`src/rtl/dm_rf_alu_ctrl_pkg.sv`:
```
// ctrl_pkg: shared definitions for the dm_rf_alu_ctrl control unit.
//   - opcode constants (op field, instr[15:12])
//   - ALUOp codes driven to the FullDMRFALU datapath
//   - FSM state encoding
//   - sign-extension helper for the 4-bit imm_func field
package ctrl_pkg;

    localparam logic [3:0] OP_RTYPE = 4'b0000;
    localparam logic [3:0] OP_LW    = 4'b0001;
    localparam logic [3:0] OP_SW    = 4'b0010;

    localparam logic [1:0] ALUOP_ADD   = 2'b00;
    localparam logic [1:0] ALUOP_RTYPE = 2'b10;

    typedef enum logic [2:0] {
        S_IDLE,
        S_DECODE,
        S_EXEC,
        S_MEM,
        S_WB
    } state_t;

    function automatic logic [15:0] sign_ext4(input logic [3:0] v);
        return {{12{v[3]}}, v};
    endfunction

endpackage

```
`src/rtl/dm_rf_alu_decode.sv`:
```
// dm_rf_alu_decode: combinational opcode classifier for dm_rf_alu_ctrl.
// Ports:
//   op       in   4   opcode field
//   imm      in   4   imm_func field
//   is_rtype out  1   op is R-type
//   is_lw    out  1   op is load word
//   is_sw    out  1   op is store word
//   illegal  out  1   op is none of the above
//   se       out  16  sign-extended imm
module dm_rf_alu_decode
    import ctrl_pkg::*;
(
    input  logic [3:0]  op,
    input  logic [3:0]  imm,
    output logic        is_rtype,
    output logic        is_lw,
    output logic        is_sw,
    output logic        illegal,
    output logic [15:0] se
);

    always_comb begin
        is_rtype = (op == OP_RTYPE);
        is_lw    = (op == OP_LW);
        is_sw    = (op == OP_SW);
        illegal  = !(is_rtype || is_lw || is_sw);
        se       = sign_ext4(imm);
    end

endmodule

```
`src/rtl/dm_rf_alu_ctrl.sv`:
```
// dm_rf_alu_ctrl: multi-cycle controller sequencing the FullDMRFALU datapath
// through DECODE/EXEC/MEM/WB for R-type, LW and SW instructions.
// Optional build macro: DM_RF_ALU_CTRL_MEM_WAIT_EN adds mem_ready, which
// stretches the MEM state (strobe held high) until the memory is ready.
// Ports:
//   clk, rst        clock (rising edge), synchronous active-high reset
//   instr_valid/instr/instr_ready  instruction handshake (16-bit instr)
//   mem_ready       (macro builds only) memory completion
//   MemWrite, MemRead, RegWrite    datapath strobes, mutually exclusive
//   FuncCode, ALUOp, SEin, A, B, sel  datapath controls
//   done, err       one-cycle retire / illegal-opcode pulses
//   instr_count     retired-instruction counter (CNT_W bits, wraps)
module dm_rf_alu_ctrl
    import ctrl_pkg::*;
#(
    parameter int CNT_W = 16
) (
    input  logic             clk,
    input  logic             rst,
    input  logic             instr_valid,
    input  logic [15:0]      instr,
`ifdef DM_RF_ALU_CTRL_MEM_WAIT_EN
    input  logic             mem_ready,
`endif
    output logic             instr_ready,
    output logic             MemWrite,
    output logic             MemRead,
    output logic             RegWrite,
    output logic [3:0]       FuncCode,
    output logic [1:0]       ALUOp,
    output logic [15:0]      SEin,
    output logic [3:0]       A,
    output logic [3:0]       B,
    output logic             sel,
    output logic             done,
    output logic             err,
    output logic [CNT_W-1:0] instr_count
);

    state_t      state;
    logic [3:0]  op_q;
    logic [3:0]  dec_op;
    logic        is_rtype, is_lw, is_sw, illegal;
    logic [15:0] dec_se;
    logic        mem_go;

`ifdef DM_RF_ALU_CTRL_MEM_WAIT_EN
    assign mem_go = mem_ready;
`else
    assign mem_go = 1'b1;
`endif

    // In IDLE the decoder looks at the incoming instruction so that err and
    // SEin can be registered on the accept edge and be visible in DECODE;
    // afterwards it classifies the latched opcode.
    always_comb begin
        dec_op = (state == S_IDLE) ? instr[15:12] : op_q;
    end

    dm_rf_alu_decode u_decode (
        .op       (dec_op),
        .imm      (instr[3:0]),
        .is_rtype (is_rtype),
        .is_lw    (is_lw),
        .is_sw    (is_sw),
        .illegal  (illegal),
        .se       (dec_se)
    );

    always_ff @(posedge clk) begin
        if (rst) begin
            state       <= S_IDLE;
            op_q        <= '0;
            instr_ready <= 1'b1;
            MemWrite    <= 1'b0;
            MemRead     <= 1'b0;
            RegWrite    <= 1'b0;
            FuncCode    <= '0;
            ALUOp       <= ALUOP_ADD;
            SEin        <= '0;
            A           <= '0;
            B           <= '0;
            sel         <= 1'b0;
            done        <= 1'b0;
            err         <= 1'b0;
            instr_count <= '0;
        end else begin
            done <= 1'b0;
            err  <= 1'b0;
            case (state)
                S_IDLE: begin
                    if (instr_valid && instr_ready) begin
                        op_q        <= instr[15:12];
                        A           <= instr[11:8];
                        B           <= instr[7:4];
                        FuncCode    <= instr[3:0];
                        SEin        <= dec_se;
                        err         <= illegal;
                        instr_ready <= 1'b0;
                        state       <= S_DECODE;
                    end
                end
                S_DECODE: begin
                    if (illegal) begin
                        instr_ready <= 1'b1;
                        state       <= S_IDLE;
                    end else begin
                        ALUOp <= is_rtype ? ALUOP_RTYPE : ALUOP_ADD;
                        state <= S_EXEC;
                    end
                end
                S_EXEC: begin
                    if (is_rtype) begin
                        RegWrite <= 1'b1;
                        sel      <= 1'b0;
                        state    <= S_WB;
                    end else begin
                        MemRead  <= is_lw;
                        MemWrite <= is_sw;
                        state    <= S_MEM;
                    end
                end
                S_MEM: begin
                    if (mem_go) begin
                        MemRead  <= 1'b0;
                        MemWrite <= 1'b0;
                        if (is_lw) begin
                            RegWrite <= 1'b1;
                            sel      <= 1'b1;
                            state    <= S_WB;
                        end else begin
                            ALUOp       <= ALUOP_ADD;
                            done        <= 1'b1;
                            instr_count <= instr_count + 1'b1;
                            instr_ready <= 1'b1;
                            state       <= S_IDLE;
                        end
                    end
                end
                S_WB: begin
                    RegWrite    <= 1'b0;
                    sel         <= 1'b0;
                    ALUOp       <= ALUOP_ADD;
                    done        <= 1'b1;
                    instr_count <= instr_count + 1'b1;
                    instr_ready <= 1'b1;
                    state       <= S_IDLE;
                end
                default: begin
                    instr_ready <= 1'b1;
                    state       <= S_IDLE;
                end
            endcase
        end
    end

endmodule

```
`config.mk`:
```
export PLATFORM = sky130hd
export DESIGN_NAME = dm_rf_alu_ctrl
export DESIGN_NICKNAME = d
export VERILOG_FILES = /design/src/rtl/dm_rf_alu_ctrl_pkg.sv /design/src/rtl/dm_rf_alu_decode.sv /design/src/rtl/dm_rf_alu_ctrl.sv
export SDC_FILE = /design/constraint.sdc
export NUM_CORES = 1
export LEC_CHECK = 0
export ABC_AREA = 1
export BUFFER_PORTS_ARGS = -buffer_cell sky130_fd_sc_hd__buf_2
export CAP_MARGIN = 20
export CORE_MARGIN = 3
export CORE_UTILIZATION = 40
export CTS_CLUSTER_DIAMETER = 30
export DETAILED_ROUTE_END_ITERATION = 6
export HOLD_SLACK_MARGIN = 0.05
export PLACE_DENSITY = 0.7
export SLEW_MARGIN = 30
export SYNTH_ARGS = -nofsm -noshare
export SYNTH_HDL_FRONTEND = slang
export SYNTH_SLANG_ARGS = --single-unit
export TNS_END_PERCENT = 30
```
`constraint.sdc`:
```
create_clock -name clk -period 3.3 [get_ports clk]
set_input_delay 0.66 -clock clk [delete_from_list [all_inputs] [get_ports clk]]
set_output_delay 0.66 -clock clk [all_outputs]
set_load 0.005 [all_outputs]
```
======== Yosys cells after proc, flatten, opt, wreduce, memory -nomap -nowiden ========
Cells that the tools add are included.
storage, ports and cells
  bits of input ports ..................... 19
  output and inout port bits .............. 53
  register bits ........................... 48
  logic and storage cells ................. 76
cells by class
  muxes and demuxes ....................... 27
  eq/ne operators ......................... 13
  add/subtract/negate cells ............... 1
  reductions and logical operators ........ 17
  bitwise gates (word level) .............. 3
operators with widths
  operator                                                         number
  16-bit case mux with 2 select lines                              1
  16-bit by 1-bit adder with 16-bit output, second input constant  1
  16-bit 2-to-1 mux                                                1
  3-bit case mux with 4 select lines                               1
  2-bit != test, second input constant                             5
  1-bit 2-to-1 mux                                                 9
  3-bit 2-to-1 mux                                                 3
  2-bit 2-to-1 mux                                                 4
  3-bit by 2-bit == test with 1-bit output, second input constant  2
  1-bit case mux with 2 select lines                               3
  1-bit case mux with 3 select lines                               2
  2-bit case mux with 3 select lines                               1
  2-bit AND reduction                                              3
  3-bit AND reduction                                              2
  3-bit nonzero test                                               2
  4-bit by 1-bit == test with 1-bit output, second input constant  1
  4-bit by 2-bit == test with 1-bit output, second input constant  1
  4-bit logical NOT                                                1
  4-bit 2-to-1 mux                                                 1
  2-bit by 1-bit != test with 1-bit output, second input constant  2
  1-bit case mux with 4 select lines                               1
  4-bit AND reduction                                              1
  2-bit nonzero test                                               2
  3-bit by 1-bit == test with 1-bit output, second input constant  1
  other kinds (7)                                                  10

======== Longest topological paths before layout ========
Gate-level depths: netlist (run 1).
  word-level depth ........................ 7
  depth in mapped cells ................... 11
  gate-level depth less buffers ........... 11

======== Hierarchy ========
A second synthesis (run 1) with hierarchy kept.
unflattened totals
  cells, all modules ...................... 386
  area total of the unflattened synthesis .. 2,741.4 um^2
modules (own cells, without submodules)
  module            area each (um^2)  instances  cells an instance  sequential area each (um^2)
  dm_rf_alu_ctrl    2,568.7           1          357                1,181.1
  dm_rf_alu_decode  172.7             1          29                 0.0

======== Least setup slack after synthesis (run 1) ========
Ideal clock, no wire load.
  path kind ............................... input to register
  start ................................... in instr[15]
  end ..................................... reg instr_count[1]
  data arrival time ....................... 1,509 ps
  buffers on the path ..................... 1
  data required time ...................... 3,184 ps
  setup time .............................. 116 ps
  setup slack ............................. 1,675 ps
  cell stages on the path ................. 9
  path through ............................ nor2_1 > nand3_1 > nand2_2 > nand3_2 > nand2_2 > nand2_4 > buf_4 > o21ai_0 > nor2_1
between the ends
  longest elaborated chain between the ends .. 4
ends and longest elaborated chain
  element                                   RTL line                text
  from (decl)                               dm_rf_alu_ctrl.sv:21    input logic [15:0] instr,
  4-bit 2-to-1 mux                          dm_rf_alu_ctrl.sv:57    dec_op = (state == S_IDLE) ? instr[15:12] : op_q;
  4-bit by 1-bit == test with 1-bit output  dm_rf_alu_decode.sv:24  is_lw = (op == OP_LW);
  2-bit != test (no line)                   n/a
  2-bit AND reduction (no line)             n/a
  to (signal assigned)                      dm_rf_alu_ctrl.sv:134   instr_count <= instr_count + 1'b1;
  to (signal assigned)                      dm_rf_alu_ctrl.sv:145   instr_count <= instr_count + 1'b1;
  to (decl)                                 dm_rf_alu_ctrl.sv:37    output logic [CNT_W-1:0] instr_count
No other way between the ends.
A chain may end at the register's enable or synchronous reset.

======== Worst setup path in the final report (run 1) ========
  start ................................... reg state[0]
  end ..................................... reg op_q[1]
between the ends
  longest elaborated chain between the ends .. 2
ends and longest elaborated chain
  element                        RTL line               text
  from (decl)                    dm_rf_alu_ctrl.sv:40   state_t state;
  from (signal assigned)         dm_rf_alu_ctrl.sv:72   state <= S_IDLE;
  from (signal assigned)         dm_rf_alu_ctrl.sv:100  state <= S_DECODE;
  from (signal assigned)         dm_rf_alu_ctrl.sv:106  state <= S_IDLE;
  3-bit logical NOT              dm_rf_alu_ctrl.sv:90   case (state)
  2-bit AND reduction (no line)  n/a
  to (signal assigned)           dm_rf_alu_ctrl.sv:93   op_q <= instr[15:12];
  to (decl)                      dm_rf_alu_ctrl.sv:41   logic [3:0] op_q;
No other way between the ends.

==> flow_summary_export.csv, run 1 <==
group,metric,value,unit
power_and_ir_drop,ir_drop,0.000318,V
synthesis,synth_flop_cell,"dfxtp_1",
sta,fin_ws,1400,ps
sta,finalCritPeriodShare,0.575,
clocking,cts_buffer_depth,2,
die,die_w,79.2,µm
global_routing,grt_pass1_vias,1983,
power_and_ir_drop,powerDensity,710,nW/µm²
worst_setup_path,cp.arrival,2080,ps
global_routing,antenna_found_initial,0,
finish,layout_commonest_cell,"nand2_1",
routing,routed_wl,4.83,mm
synthesis,syn_nets,331,
placed_design,place_area,2410,µm²
finish,stdcell_area,2550,µm²
sta,finClkSkew,4.90,ps
die,io_pins,72,
sta,maxSlewHeadroom,0.628,
routing,dr.pass1.iters,4,
sta,clock.fmax,527,MHz
synthesis,synth_warnings,0,
finish,most-common-layout-cells,"nand2_1 (71), buf_2 (70), nor2_1 (54), dfxtp_1 (43), a21oi_1 (23)",
routing,wl_per_cell,11.1,µm
routing,dr.first_iter.drc_count,155,
routing,top_layer,"met4",
finish,finalNonFillerCells,434,
synthesis,syn_inst,311,
power_and_ir_drop,sw_frac_of_total,0.357,
routing,route.met3.wl,321,µm
clocking,cts_tree,"yes",
die,die-area,6270,µm²
routing,vias,2052,
worst_setup_path,end_kind,"flop",
routing,wl_met2,2.22,mm
power_and_ir_drop,intPower,1160,µW
power_and_ir_drop,totalPowerFinal,1810,µW
clocking,clkLatencyLatePin,290,ps
routing,drc_errors,0,
worst_setup_path,worstPathMaxFanout,17,
status,outcome,"finished, final reports clean",
clocking,clock-sinks,43,
routing,vias_per_cell,4.73,
sta,worstMarginPinSlew,558,ps
finish,drive_gt1_frac,0.239,
clocking,cts_hold_buf,0,
die,start_util,0.417,
worst_setup_path,critPathKind,"reg -> reg",
global_routing,grt_max_degree,23,
global_routing,grt_pass1_wl,8.54,mm
sta,finalHoldViolations,0,
power_and_ir_drop,power_frac_seq,0.391,
placed_design,gp_congestion,0.887,
routing,met1_length,2.21,mm
power_and_ir_drop,p_switching,646,µW
sta,setup_viol_count_final,0,
synthesis,synth.top_cell.area_share,0.402,
flow_run,drv_cap,0,
worst_hold_path,min_path_type,"reg -> reg",
placed_design,hpwl,3.49,mm
power_and_ir_drop,leakagePower,0.00123,µW
clocking,cts_resized,0,
synthesis,syn_area_per_cell,6.89,µm²
sta,drv_slew,0,
die,core_area,5140,µm²
clocking,cts_buffers,5,
synthesis,async_flop_share,0,
synthesis,seq_area_frac_synth,0.402,
synthesis,synthesis.area,2140,µm²
placed_design,portBuffers,70,
finish,nets,383,
placed_design,dp_cells,426,
finish,fill_cells,542,
synthesis,synth_area_leaders,"dfxtp_1 (40%), nand2_1 (12%), nor2_1 (9.5%)",
finish,diodes,0,
sta,min_period,1900,ps
synthesis,ys_ff_latch,43,
finish,areaGrowthSynthToFinish,18.9,%
global_routing,grt_usage,0.165,
clocking,postCtsSetupRepairBufs,0,
worst_setup_path,critPathRequiredTime,3480,ps
placed_design,pre_cts_slack,1210,ps
die,rows,26,
worst_setup_path,critPathLaunchType,"flop",
power_and_ir_drop,clkPwrFrac,0.268,
clocking,root_buffer,"clkbuf_8",
global_routing,gr-total-overflow,0,
sta,tns,0,ps
routing,ant_nets,0,
sta,rsz0062_at_grt,"false",
die,die_h,79.2,µm
synthesis,synth_cell_type_count,27,
synthesis,synth_top_area_cell,"dfxtp_1",
clocking,cts_max_level,2,
synthesis,synth_edf_count,0,
clocking,cts.clk_slew.worst_paths,80,ps
power_and_ir_drop,combPwrFrac,0.341,
==> sequential cells by signal (all words and copies together) (netlist names) <==
| register | cells |
|---|---|
| done | 1 |
| SEin | 4 |
| ALUOp | 1 |
| err | 1 |
| state | 3 |
| B | 4 |
| instr_count | 16 |
| MemWrite | 1 |
| RegWrite | 1 |
| MemRead | 1 |
| A | 4 |
| op_q | 4 |
| sel | 1 |
| instr_ready | 1 |
==> path summary, 6_finish.rpt <==
| kind | start | end | slack (ps) | cells past startpoint |
|---|---|---|---|---|
| hold / removal | RegWrite$_SDFFE_PP0P_ | RegWrite$_SDFFE_PP0P_ | 450 | 2 |
| hold reg to reg | RegWrite$_SDFFE_PP0P_ | RegWrite$_SDFFE_PP0P_ | 450 | 2 |
| setup / recovery | state[0]$_SDFFE_PP0N_ | op_q[1]$_SDFFE_PP0P_ | 1400 | 6 |
| setup reg to reg | state[0]$_SDFFE_PP0N_ | op_q[1]$_SDFFE_PP0P_ | 1400 | 6 |
==> final cells by class <==
cell class,count,area (µm²),area share
clock buffers,5,68.8,0.0270
clock inverters,3,67.6,0.0265
inverters,25,96.3,0.0378
multi-input cells,218,1020,0.399
flip-flops and latches,43,861,0.338
well taps,70,87.6,0.0344
repair buffers,70,350,0.138
==> synth_stat cells, types with 2 or more instances <==
| cell type | count |
|---|---|
| xnor2_1 | 5 |
| nand4_1 | 4 |
| nand2_1 | 71 |
| nand3_1 | 18 |
| nand2_4 | 2 |
| nor3_1 | 6 |
| buf_4 | 18 |
| nor2_1 | 54 |
| inv_1 | 22 |
| xor2_1 | 3 |
| clkbuf_1 | 5 |
| o21ai_0 | 22 |
| nor2_4 | 2 |
| dfxtp_1 | 43 |
| nand2_2 | 2 |
| a21oi_1 | 23 |
==> routing by layer <==
layer / track usage / vias to the layer above
li1: - / 1075
met1: 0.206 / 900
met2: 0.269 / 69
met3: 0.0431 / 8
met4: 0.0636 / 0
met5: 0 / -
==> power groups by stage <==
stage	logic, µW	registers, µW	clock network [µW]
floorplan	485	719	0
global placement	608	717	0
CTS	624	707	501
finish	617	707	485
global route	708	725	527
detailed placement	622	716	0
==> per-stage QoR <==
stage	util	hold slack, ps
floorplan	-	443
CTS	0.496	452
global placement	0.469	435
global route	0.496	479
finish	0.496	446
detailed placement	0.469	439
==> cell families after synthesis <==
logic type | count (synthesis) | synth area share
adder cells (fa/ha/maj) | 1 | 0.00584
AO/OA/AOI/OAI | 46 | 0.109
other | 1 | 0.00175
AND/OR/NAND/NOR | 162 | 0.325
XOR/XNOR | 8 | 0.0327
flip-flops | 43 | 0.402
buffers and inverters | 50 | 0.124
==> worst max-delay path: stages (launching register included) <==
cell      delay [ps]
dfxtp_1          350
nor2_4           210
nand2_4          120
nor2_4           290
clkinv_1         460
o21ai_0          290
a21oi_1           60
Power figures use the tool's default switching activity.
==> inputs of run 2 (changes only) <==
- PLACE_DENSITY: 0.7 -> 0.72
- clock period: 3.3 -> 1.6 ns (I/O delays scaled with it)
==> flow_summary_export.csv, run 2 (same netlist as run 1, synthesis figures left out) <==
group,metric,value,unit
power_and_ir_drop,powerDensity,1470,nW/µm²
clocking,cts_hold_buf,0,
worst_hold_path,whs_path_depth,3,
finish,layout_commonest_cell,"buf_2",
clocking,clkLatencyLatePin,290,ps
finish,top_register,"instr_count",
sta,min_period,1570,ps
global_routing,grt_pass1_vias,1948,
finish,finalNonFillerCells,452,
die,die_w,79.2,µm
clocking,clock-sinks,43,
finish,postLayoutCoreUtil,0.549,
sta,fin_ws,33.5,ps
routing,vias_per_cell,4.79,
finish,areaGrowthSynthToFinish,31.7,%
global_routing,grt_max_degree,23,
worst_setup_path,end_kind,"flop",
finish,drive_gt1_frac,0.338,
die,start_util,0.417,
global_routing,grt_usage,0.173,
clocking,cts_buffers,5,
sta,finClkSkew,5.05,ps
power_and_ir_drop,ir_drop,0.000756,V
power_and_ir_drop,totalPowerFinal,4150,µW
worst_setup_path,worstPathMaxFanout,7,
placed_design,dp_cells,437,
sta,finalHoldViolations,0,
clocking,cts_buffer_depth,2,
finish,most-common-layout-cells,"buf_2 (70), nand2_1 (61), nor2_1 (51), dfxtp_1 (41)",
sta,rsz0062_at_grt,"true",
finish,nets,401,
finish,fill_cells,490,
routing,wl_per_cell,12.2,µm
die,core_area,5140,µm²
die,io_pins,72,
routing,routed_wl,5.50,mm
worst_hold_path,min_to,"A[0]$_SDFFE_PP0P_",
power_and_ir_drop,leakagePower,0.00136,µW
global_routing,antenna_found_initial,0,
worst_setup_path,r2r-start,"state[1]$_SDFFE_PP0N_",
die,die-area,6270,µm²
placed_design,hpwl,3.62,mm
sta,clock.fmax,638,MHz
clocking,cts_max_level,2,
clocking,cts.clk_slew.worst_paths,80,ps
status,outcome,"finished, final reports clean",
routing,ant_nets,0,
worst_setup_path,r2r_end,"instr_count[6]$_SDFFE_PP0P_",
worst_setup_path,cp.arrival,1790,ps
worst_setup_path,critPathLaunchType,"flop",
finish,largest_reg_flops,16,
worst_setup_path,critPathRequiredTime,1830,ps
sta,finalCritPeriodShare,0.979,
die,die_h,79.2,µm
routing,vias,2165,
placed_design,portBuffers,70,
routing,dr.pass1.iters,4,
routing,dr.first_iter.drc_count,168,
worst_setup_path,critPathKind,"reg -> reg",
placed_design,pre_cts_slack,6.44,ps
worst_hold_path,min_path_type,"in -> reg",
clocking,cts_tree,"yes",
global_routing,grt_pass1_wl,8.81,mm
sta,drv_slew,0,
worst_hold_path,min_from,"instr[8]",
worst_setup_path,rrSetupSlack,30,ps
placed_design,gp_congestion,0.853,
routing,drc_errors,0,
flow_run,drv_cap,0,
global_routing,gr-total-overflow,0,
clocking,root_buffer,"clkbuf_8",
sta,whs,241,ps
die,rows,26,
finish,diodes,0,
sta,setup_viol_count_final,0,
worst_setup_path,reg2reg_depth,10,
==> run 2: cell types whose count changed in the layout (fill, tap and decap cells not counted), moves of 3 or more <==
cell / change
buf_4: +15
nand2_1: -10
nand2_2: +7
nand2_4: +3
nand3_1: -3
nor2_1: -3
nor2_2: +3
nor3_1: -3
nor3_2: +3
==> run 2: worst max path at each step <==
| stage | start | end | depth (start not counted) | slack (ps) |
|---|---|---|---|---|
| 2_1_floorplan | instr_count[0]$_SDFFE_PP0P_ | instr_count[14]$_SDFFE_PP0P_ | 7 | 140 |
| 3_3_place_gp | state[1]$_SDFFE_PP0N_ | instr_ready$_SDFFE_PP1P_ | 9 | 60 |
| 3_5_place_dp | state[0]$_SDFFE_PP0N_ | instr_count[0]$_SDFFE_PP0P_ | 10 | 6 |
| 4_1_cts | state[0]$_SDFFE_PP0N_ | instr_count[0]$_SDFFE_PP0P_ | 10 | -8 |
| 5_1_grt | state[1]$_SDFFE_PP0N_ | instr_count[8]$_SDFFE_PP0P_ | 10 | -70 |
| 6_report | state[1]$_SDFFE_PP0N_ | instr_count[6]$_SDFFE_PP0P_ | 10 | 30 |
==> run 2: cell type report <==
cell class	count	area, µm²	area share
multi-input cells	220	1150	0.409
flip-flops and latches	43	866	0.307
repair buffers	85	463	0.164
inverters	25	106	0.0377
well taps	70	87.6	0.0310
clock buffers	5	68.8	0.0244
clock inverters	3	67.6	0.0239
repair inverters	1	8.76	0.00310
==> run 2: critical path: stages, from the launching register on <==
cell	delay (ps)
dfxtp_4	360
nor2_4	220
nand2_4	130
nand2_2	90
nand2_2	80
nand3_4	110
nand2_8	90
nand2_8	130
buf_4	120
nand2_1	50
a21oi_1	120
==> run 2: repair_timing <==
| item | in CTS | in global routing |
|---|---|---|
| setup buffers | 0 | 4 |
| cloned | 0 | 3 |
| gates resized for setup | 3 | 32 |
| pin swaps | 0 | 10 |
| endpoints found under the setup margin | 6 | 24 |
==> run 2: per-layer routing <==
layer / track usage / vias to the layer above / share of wire / routed length [µm]
met4: 0.0533 / 0 / 0.017 / 95
met1: 0.226 / 955 / 0.45 / 2460
met3: 0.0431 / 11 / 0.069 / 380
met2: 0.279 / 78 / 0.47 / 2560
met5: 0 / - / 0 / 0
li1: - / 1121 / - / -
==> run 2: where the power goes <==
part           leakage, µW  internal, µW  switching (µW)
clock            0.0000644           622             379
sequential        0.000352          1300             140
combinational     0.000940           673            1040
==> run 2: stage by stage <==
step                      instance area (µm²)  setup TNS (ps)
after CTS                                2640           -9.86
after global routing                     2820            -761
after floorplan                          2140               0
final                                    2820               0
after detailed placement                 2490               0
after global placement                   2490               0
==> inputs of run 3 (changes only) <==
- CORE_MARGIN: 3 -> not set
==> flow_summary_export.csv, run 3 (same netlist as run 1, synthesis figures left out) <==
group,metric,value,unit
status,outcome,"finished, final reports clean",
routing,drc_errors,0,
routing,wl_per_cell,11.0,µm
global_routing,gr-total-overflow,0,
die,io_pins,72,
worst_setup_path,end_kind,"flop",
power_and_ir_drop,powerDensity,1360,nW/µm²
sta,finalHoldViolations,0,
sta,drv_slew,0,
worst_setup_path,cp.arrival,1800,ps
worst_setup_path,critPathKind,"reg -> reg",
worst_setup_path,worstPathMaxFanout,9,
finish,areaGrowthSynthToFinish,22.7,%
clocking,cts_max_level,2,
die,die-area,5660,µm²
clocking,cts_hold_buf,0,
placed_design,pre_cts_slack,56.5,ps
die,rows,26,
clocking,clock-sinks,43,
sta,rsz0062_at_grt,"true",
finish,finalNonFillerCells,445,
worst_hold_path,min_path_type,"in -> reg",
finish,stdcell_area,2630,µm²
routing,dr.first_iter.drc_count,140,
sta,finClkSkew,7.86,ps
finish,top_register,"instr_count",
worst_setup_path,reg2reg_depth,9,
die,die_w,75.2,µm
placed_design,gp_congestion,0.883,
finish,layout_commonest_cell,"buf_2",
sta,finalCritPeriodShare,0.976,
placed_design,hpwl,3.39,mm
flow_run,drv_cap,0,
clocking,cts_tree,"yes",
routing,vias,2092,
sta,clock.fmax,640,MHz
finish,nets,394,
clocking,clkLatencyLatePin,300,ps
placed_design,portBuffers,70,
die,start_util,0.417,
finish,most-common-layout-cells,"buf_2 (70), nand2_1 (69), nor2_1 (52), dfxtp_1 (39)",
routing,vias_per_cell,4.70,
global_routing,antenna_found_initial,0,
worst_setup_path,r2r-start,"state[1]$_SDFFE_PP0N_",
worst_setup_path,startpoint,"state[1]$_SDFFE_PP0N_",
finish,largest_reg_flops,16,
worst_hold_path,min_from,"instr[8]",
finish,diodes,0,
routing,ant_nets,0,
routing,routed_wl,4.88,mm
clocking,cts.clk_slew.worst_paths,90,ps
sta,min_period,1560,ps
sta,fin_ws,37.9,ps
clocking,cts_buffer_depth,2,
global_routing,grt_usage,0.182,
finish,postLayoutCoreUtil,0.512,
placed_design,place_area,2490,µm²
worst_setup_path,critPathRequiredTime,1840,ps
clocking,root_buffer,"clkbuf_8",
routing,dr.pass1.iters,4,
placed_design,dp_cells,436,
finish,drive_gt1_frac,0.293,
die,core_area,5140,µm²
power_and_ir_drop,ir_drop,0.000795,V
die,die_h,75.2,µm
worst_hold_path,whs_path_depth,3,
clocking,cts_buffers,5,
power_and_ir_drop,leakagePower,0.00127,µW
worst_setup_path,critPathLaunchType,"flop",
global_routing,grt_max_degree,23,
sta,setup_viol_count_final,0,
global_routing,grt_pass1_wl,7.92,mm
global_routing,grt_pass1_vias,1813,
run 3: changes by cell type in the layout (fill, tap and decap cells not counted), moves of 2 or more:
cell	previous run	this run
nand3_2	3	1
buf_4	15	11
bufinv_16	2	0
nand2_2	9	4
nand2_4	5	1
dfxtp_1	41	39
dfxtp_2	1	4
nand2_1	61	69
nand3_1	15	18
run 3: power by group:
group          switching [µW]  internal (µW)
sequential                152           1300
clock                     393            304
combinational             864            569
total                    1410           2170
run 3: critical path: stages, from the launching register on:
cell,delay [ps]
dfxtp_2,350
nor2_4,200
nand2_4,130
nand2_1,90
nand2_2,90
nand3_1,150
nand2_1,120
nand3_1,180
nand2_1,70
a21oi_1,120
run 3: final cells by class:
| cell class | count | area (µm²) |
|---|---|---|
| clock buffer | 5 | 68.8 |
| clock inverter | 3 | 20.0 |
| fill | 539 | 2510 |
| inverter | 25 | 101 |
| multi-input combinational | 218 | 1050 |
| sequential | 43 | 866 |
| tap | 70 | 87.6 |
| timing repair buffer | 81 | 433 |
run 3: stage by stage:
step / total power (µW) / hold slack (ps) / TNS, ps
global placement: 2780 / 437 / 0
floorplan: 2480 / 398 / 0
CTS: 3520 / 232 / 0
detailed placement: 2800 / 439 / 0
global route: 3840 / 247 / -443
finish: 3580 / 236 / 0
run 3: what timing repair did:
action	CTS	global route
setup endpoints to repair	0	22
setup buffers	0	1
gates resized for setup	0	15
run 3: path summary, 6_finish.rpt:
path | to | slack (ps)
max | sel$_SDFFE_PP0P_ | 40
min | A[0]$_SDFFE_PP0P_ | 240
max reg2reg | sel$_SDFFE_PP0P_ | 40
min reg2reg | RegWrite$_SDFFE_PP0P_ | 450
run 3: layer usage:
metal  global-route usage  part of all wire  vias to the layer above
met4               0.0617             0.014                        0
met2                0.286              0.45                       73
met3               0.0415             0.060                        7
met5                    0                 0                        -
met1                0.246              0.47                      910
li1                     -                 -                     1102
